File: src/rtl/fp_div_arbiter.sv
// Round-robin arbiter sharing one iterative fp_div/fp_rnd pair between two requesters.
// Optional performance counters are enabled with `define FP_DIV_ARB_PERF_EN.

package fp_div_arbiter_pkg;
  typedef enum logic [1:0] {
    FP32 = 2'd0,
    FP64 = 2'd1,
    FP16 = 2'd2,
    BF16 = 2'd3
  } fp_format_e;

  function automatic int fp_width(fp_format_e fmt);
    case (fmt)
      FP64:       return 64;
      FP16, BF16: return 16;
      default:    return 32;
    endcase
  endfunction
endpackage

module fp_div_arbiter
  import fp_div_arbiter_pkg::*;
#(
  parameter fp_format_e FP_FORMAT = FP32,
  parameter int         NREQ      = 2,
  localparam int        FP_WIDTH  = fp_width(FP_FORMAT)
) (
  input  logic                     clk_i,
  input  logic                     reset_i,
  input  logic [NREQ-1:0]          req_valid_i,
  output logic [NREQ-1:0]          req_ready_o,
  input  logic [NREQ*FP_WIDTH-1:0] req_a_i,
  input  logic [NREQ*FP_WIDTH-1:0] req_b_i,
  input  logic [NREQ*3-1:0]        req_rnd_i,
  output logic                     div_start_o,
  output logic [FP_WIDTH-1:0]      div_a_o,
  output logic [FP_WIDTH-1:0]      div_b_o,
  output logic [2:0]               div_rnd_o,
  input  logic                     div_done_i,
  input  logic [FP_WIDTH-1:0]      div_result_i,
  input  logic [4:0]               div_flags_i,
  output logic                     rsp_valid_o,
  input  logic                     rsp_ready_i,
  output logic                     rsp_id_o,
  output logic [FP_WIDTH-1:0]      rsp_result_o,
  output logic [4:0]               rsp_flags_o
`ifdef FP_DIV_ARB_PERF_EN
  ,
  output logic [31:0]              perf_done0_o,
  output logic [31:0]              perf_done1_o,
  output logic [31:0]              perf_busy_o
`endif
);

  typedef enum logic [1:0] {
    S_IDLE,
    S_START,
    S_WAIT,
    S_RESP
  } state_e;

  state_e              r_state;
  state_e              w_next_state;
  logic                r_last_grant;
  logic                r_id;
  logic [FP_WIDTH-1:0] r_a;
  logic [FP_WIDTH-1:0] r_b;
  logic [2:0]          r_rnd;
  logic [FP_WIDTH-1:0] r_rsp_result;
  logic [4:0]          r_rsp_flags;
  logic [NREQ-1:0]     w_grant;
  logic                w_grant_id;
  logic                w_accept;
  logic                w_rsp_fire;
  logic [FP_WIDTH-1:0] w_sel_a;
  logic [FP_WIDTH-1:0] w_sel_b;
  logic [2:0]          w_sel_rnd;

  // Grants only in IDLE; on contention the requester not served last wins.
  always_comb begin
    w_grant = '0;
    if (r_state == S_IDLE && !reset_i) begin
      case (req_valid_i)
        2'b01:   w_grant = 2'b01;
        2'b10:   w_grant = 2'b10;
        2'b11:   w_grant = r_last_grant ? 2'b01 : 2'b10;
        default: w_grant = 2'b00;
      endcase
    end
  end

  assign w_grant_id  = w_grant[1];
  assign w_accept    = |w_grant;
  assign req_ready_o = w_grant;
  assign w_sel_a     = w_grant_id ? req_a_i[FP_WIDTH +: FP_WIDTH] : req_a_i[0 +: FP_WIDTH];
  assign w_sel_b     = w_grant_id ? req_b_i[FP_WIDTH +: FP_WIDTH] : req_b_i[0 +: FP_WIDTH];
  assign w_sel_rnd   = w_grant_id ? req_rnd_i[3 +: 3] : req_rnd_i[0 +: 3];
  assign w_rsp_fire  = (r_state == S_RESP) && rsp_ready_i;

  always_comb begin
    w_next_state = r_state;
    div_start_o  = 1'b0;
    rsp_valid_o  = 1'b0;
    case (r_state)
      S_IDLE: begin
        if (w_accept) w_next_state = S_START;
      end
      S_START: begin
        div_start_o  = 1'b1;
        w_next_state = S_WAIT;
      end
      S_WAIT: begin
        if (div_done_i) w_next_state = S_RESP;
      end
      S_RESP: begin
        rsp_valid_o = 1'b1;
        if (rsp_ready_i) w_next_state = S_IDLE;
      end
      default: w_next_state = S_IDLE;
    endcase
  end

  // Operands and id stay untouched until the next accept, which keeps them stable through WAIT.
  always_ff @(posedge clk_i or posedge reset_i) begin
    if (reset_i) begin
      r_state      <= S_IDLE;
      r_last_grant <= 1'b1;
      r_id         <= 1'b0;
      r_a          <= '0;
      r_b          <= '0;
      r_rnd        <= '0;
      r_rsp_result <= '0;
      r_rsp_flags  <= '0;
    end else begin
      r_state <= w_next_state;
      if (w_accept) begin
        r_a          <= w_sel_a;
        r_b          <= w_sel_b;
        r_rnd        <= w_sel_rnd;
        r_id         <= w_grant_id;
        r_last_grant <= w_grant_id;
      end
      if (r_state == S_WAIT && div_done_i) begin
        r_rsp_result <= div_result_i;
        r_rsp_flags  <= div_flags_i;
      end
    end
  end

  assign div_a_o      = r_a;
  assign div_b_o      = r_b;
  assign div_rnd_o    = r_rnd;
  assign rsp_id_o     = r_id;
  assign rsp_result_o = r_rsp_result;
  assign rsp_flags_o  = r_rsp_flags;

`ifdef FP_DIV_ARB_PERF_EN
  logic [31:0] r_perf_done0;
  logic [31:0] r_perf_done1;
  logic [31:0] r_perf_busy;

  // Done counters wrap; the busy counter saturates.
  always_ff @(posedge clk_i or posedge reset_i) begin
    if (reset_i) begin
      r_perf_done0 <= '0;
      r_perf_done1 <= '0;
      r_perf_busy  <= '0;
    end else begin
      if (w_rsp_fire && !r_id) r_perf_done0 <= r_perf_done0 + 32'd1;
      if (w_rsp_fire && r_id)  r_perf_done1 <= r_perf_done1 + 32'd1;
      if (r_state != S_IDLE && r_perf_busy != 32'hFFFF_FFFF) r_perf_busy <= r_perf_busy + 32'd1;
    end
  end

  assign perf_done0_o = r_perf_done0;
  assign perf_done1_o = r_perf_done1;
  assign perf_busy_o  = r_perf_busy;
`else
  logic w_unused_fire;
  assign w_unused_fire = w_rsp_fire;
`endif

endmodule

File: config.mk
export PLATFORM = sky130hd
export DESIGN_NAME = fp_div_arbiter
export DESIGN_NICKNAME = d
export VERILOG_FILES = /design/src/rtl/fp_div_arbiter.sv
export SDC_FILE = /design/constraint.sdc
export NUM_CORES = 1
export LEC_CHECK = 0
export BUFFER_PORTS_ARGS = -buffer_cell sky130_fd_sc_hd__buf_2
export CAP_MARGIN = 20
export CELL_PAD_IN_SITES_DETAIL_PLACEMENT = 0
export CELL_PAD_IN_SITES_GLOBAL_PLACEMENT = 1
export CORE_ASPECT_RATIO = 2
export CORE_MARGIN = 2
export CORE_UTILIZATION = 33
export CTS_CLUSTER_DIAMETER = 30
export DETAILED_ROUTE_END_ITERATION = 7
export GPL_ROUTABILITY_DRIVEN = 0
export GPL_TIMING_DRIVEN = 0
export HOLD_SLACK_MARGIN = 0.1
export PLACE_DENSITY_LB_ADDON = 0.1
export SYNTH_ARGS = -nofsm -noshare
export SYNTH_HDL_FRONTEND = slang
export SYNTH_SLANG_ARGS = --single-unit
File: constraint.sdc
create_clock -name clk_i -period 7.9 [get_ports clk_i]
set_input_delay 1.58 -clock clk_i [delete_from_list [all_inputs] [get_ports clk_i]]
set_output_delay 1.58 -clock clk_i [all_outputs]
set_load 0.05 [all_outputs]
# Yosys cells after proc, flatten, opt, wreduce, memory -nomap -nowiden
# Cells that the tools add are included.
# W data, S select, Z words.
# word_totals
ff_bits	108
inputBits	177
out_inout_bits	109
word_cells	35
# op_classes
eq_ne	9
muxes	12
n_reduce_logical	6
# op_table
cell	n
$mux W32	2
$mux W2	5
$eq A2 B2 Y1 const B	4
$pmux W2 S4	1
$ne A2 B2 Y1 const B	3
$pmux W2 S3	1
$eq A2 B1 Y1 const B	2
$mux W3	1
$reduce_and A3 Y1	1
$logic_and A1 B1 Y1	2
$logic_not A2 Y1	1
$mux W1	2
$reduce_or A2 Y1	1
$logic_not A1 Y1	1

# Longest topological paths before layout
# depth
word_depth	6
mapped_depth	9
ltp_nobuf	7

# Worst setup path after synthesis
# OpenSTA, ideal clock, no wires.
# synth_path
path_kind	input -> output
startpoint	in reset_i
endpoint	out req_ready_o[1]
arrival_ns	2.258
setup_slack_ns	4.062
stages	4
path_cell_list	nor2b_4 nand3_2 inv_2 buf_2
# synth_between
elab_chain_len	3
# synth_rtl
item	line_no	source
from (decl)	29	input logic reset_i,
$logic_not A1 Y1 (no source line)	n/a	
$logic_and A1 B1 Y1	82	if (r_state == S_IDLE && !reset_i) begin
$mux W2	82	
to (decl)	31	output logic [NREQ-1:0] req_ready_o,
# No other way between the ends.

# Worst setup path in the final report
# Ends and elaborated chain as after synthesis.

==> flow_metrics.tcl <==
set metrics [dict create \
    outcome "complete, no violations" \
    die_y_um 172 \
    antenna_found_initial 2 \
    dpl_worst_slack_ns 3.48 \
    hold_class "reg2reg" \
    cts_buffer_depth 2 \
    cts_tree "built" \
    drt-total-wl_um 15300 \
    path_clk_slew_ns 0.07 \
    power_frac_comb 0.567 \
    clock_latency_ns 0.34 \
    hold_viol_final 0 \
    p_clk_frac 0.139 \
    cts.sinks 108 \
    grt_overflow 0 \
    cts-resized-gates 0 \
    synth_enable_flop_cells 0 \
    critPathKind "in2out" \
    power.total_uw 3300 \
    max_freq_ghz 0.229 \
    ir_drop_mv 0.206 \
    post_cts_buffers 0 \
    layout.nets 951 \
    syn_inst 472 \
    powerDensity_mw_per_mm2 496 \
    ys_warn_count 0 \
    start_kind "primary input" \
    p_sw_uw 1760 \
    synth.distinct_cells 24 \
    routedWlPerCell_um 15.8 \
    synthesis.nets 654 \
    setup_viol 0 \
    fin_crit_sh 0.553 \
    synth_area_leaders "dfrtp_1 58%, a21oi_1 14%, mux2_1 7.5%" \
    ant_nets 0 \
    die_x_um 87.9 \
    hold_buffers 0 \
    grt_pass1_wl_um 23000 \
    synthToLayoutAreaGrowth_pct 43.1 \
    relSlewSlack 0.548 \
    setup_ws_ns 3.53 \
    switching_share 0.533 \
    path_max_fanout 10 \
    cts_buffers 9 \
    rsz0062_at_grt "no" \
    cts_root_buf "clkbuf_16" \
    first_pass_iters 4 \
    drv_slew 0 \
    synthArstFlopShare 1.00 \
    worstPathRequired_ns 6.32 \
    htreeDepth 3 \
    leakagePower_uw 0.00352 \
    fill_cells 1402 \
    io_buffers 285 \
    fin_tns_setup_ns 0 \
    synthTopCellsByCount "134 x a21oi_1, 107 x dfrtp_1, 73 x nand2_1" \
    final_layout_size_suffix_gt1_frac 0.430 \
    post-synth-top-area-cell "dfrtp_1" \
    maxCapViolCount 0 \
    rows 61 \
    ys_seq_area_frac 0.582 \
    timing.final.crit_period_ns 4.37 \
    cp-end-kind "output port" \
    worstMarginPinSlew_ns 0.679 \
    p_int_uw 1540 \
    initial_utilization 0.336 \
    core_mm2 0.0138 \
    dr_total_vias 4535 \
    yosysMostFrequentCell "a21oi_1" \
    seqPwrFrac 0.295 \
    boundaryPins 286 \
    die-area_mm2 0.0151 \
    globalRouteTotalUtil 0.197 \
    dp_hpwl_um 12200 \
    clock_skew_ns 0.0100 \
    grt_max_degree 57 \
    cp.arrival_ns 2.79 \
    ys.flop_type "dfrtp_1" \
    routed_via_density 4.69 \
    avgSynthCellArea_um2 9.85 \
    drtIter0Drc 92 \
    grt_pass1_vias 4639 \
    drc_errors 0 \
    synth_area_mm2 0.00465 \
    synth-seq-cells 108 \
    synth_top_area_frac 0.576 \
]
## cells in the final DEF (no fill, tap or decap)
cell        instances
a21oi_1           134
a222oi_1            1
clkinv_1            1
o21ai_2             1
clkbuf_16           9
dfrtp_1           107
inv_2               1
ha_1                5
buf_1               4
inv_4               1
nand2b_1            1
mux2_2              7
nand3_1             1
clkbuf_8            1
mux2_1             31
clkinvlp_4          1
buf_4               1
buf_2             302
inv_6               2
clkbuf_1            9
o21a_1              1
nand3_2             1
nor2_1             68
dfstp_2             1
inv_1               4
nor2b_4             1
mux2i_1             1
nand2_1            73
diode_2             4
bufinv_16           1
buf_6               2
buf_16              1
## layer usage
metal  wire length [um]  GRT usage  vias to the layer above
li1                   -          -                     2176
met1               5240      0.208                     2124
met2               8300      0.361                      206
met3               1280     0.0523                       29
met4                431     0.0769                        0
met5                  0          0                        -
## stage by stage
stage	hold WS, ns	util	instances	cell area [um^2]
detailed placement	0.460	0.459	947	6340
floorplan	0.444	-	472	4650
global placement	0.455	0.457	946	6310
finish	0.475	0.482	967	6650
global route	0.486	0.481	965	6650
CTS	0.472	0.481	963	6640
## kinds of logic (layout without fill, tap and decap cells)
| group | count (synthesis) | in the layout | synth area share |
|---|---|---|---|
| flops | 108 | 108 | 0.582 |
| simple gates | 145 | 145 | 0.121 |
| compound gates | 137 | 137 | 0.150 |
| mux | 39 | 39 | 0.0942 |
| fa+ha+maj | 5 | 5 | 0.0135 |
| other cells | 0 | 4 | 0 |
| buf+inv | 38 | 340 | 0.0393 |
## sequential cells by signal, summed over array words and instances, names as in the netlist
signal and count:
r_last_grant 1, r_state 2, rsp_flags_o 5, div_rnd_o 3, div_a_o 32, rsp_id_o 1, div_b_o 32, rsp_result_o 32
## area by class of cell
cell class                 count  area, um^2  area share
antenna                        4        10.0     0.00150
buffer                        31         156      0.0235
clock buffer                  12         246      0.0371
clock inverter                 4        55.1     0.00828
inverter                       7        28.8     0.00433
multi-input combinational    326        1760       0.265
sequential                   108        2700       0.406
tap                          189         236      0.0355
timing repair buffer         286        1450       0.219
## worst max-delay path, cell delays in order
cell     delay, ns
buf_2         0.13
nor2b_4       0.17
nand3_2       0.23
inv_2         0.15
buf_2         0.22
buf_2         0.30
## worst paths after layout
path	from	end	slack, ns	cells after the start
setup / recovery	reset_i	req_ready_o[1]	3.53	6
hold / removal	r_last_grant	r_last_grant	0.48	2
setup reg to reg	r_state[0]	r_state[1]	5.85	6
hold reg to reg	r_last_grant	r_last_grant	0.48	2
max in group asynchronous	reset_i	r_last_grant	5.79	3
min in group asynchronous	reset_i	r_state[0]	1.37	2
## power by group through the flow
| stage | sequential (uW) | clock [uW] | combinational [uW] |
|---|---|---|---|
| after floorplan | 1930 | 0 | 457 |
| after global placement | 970 | 0 | 1870 |
| after detailed placement | 983 | 0 | 1900 |
| after CTS | 977 | 477 | 1890 |
| after global routing | 1010 | 495 | 2000 |
| final | 972 | 459 | 1870 |
(Power assumes the default switching activity.)
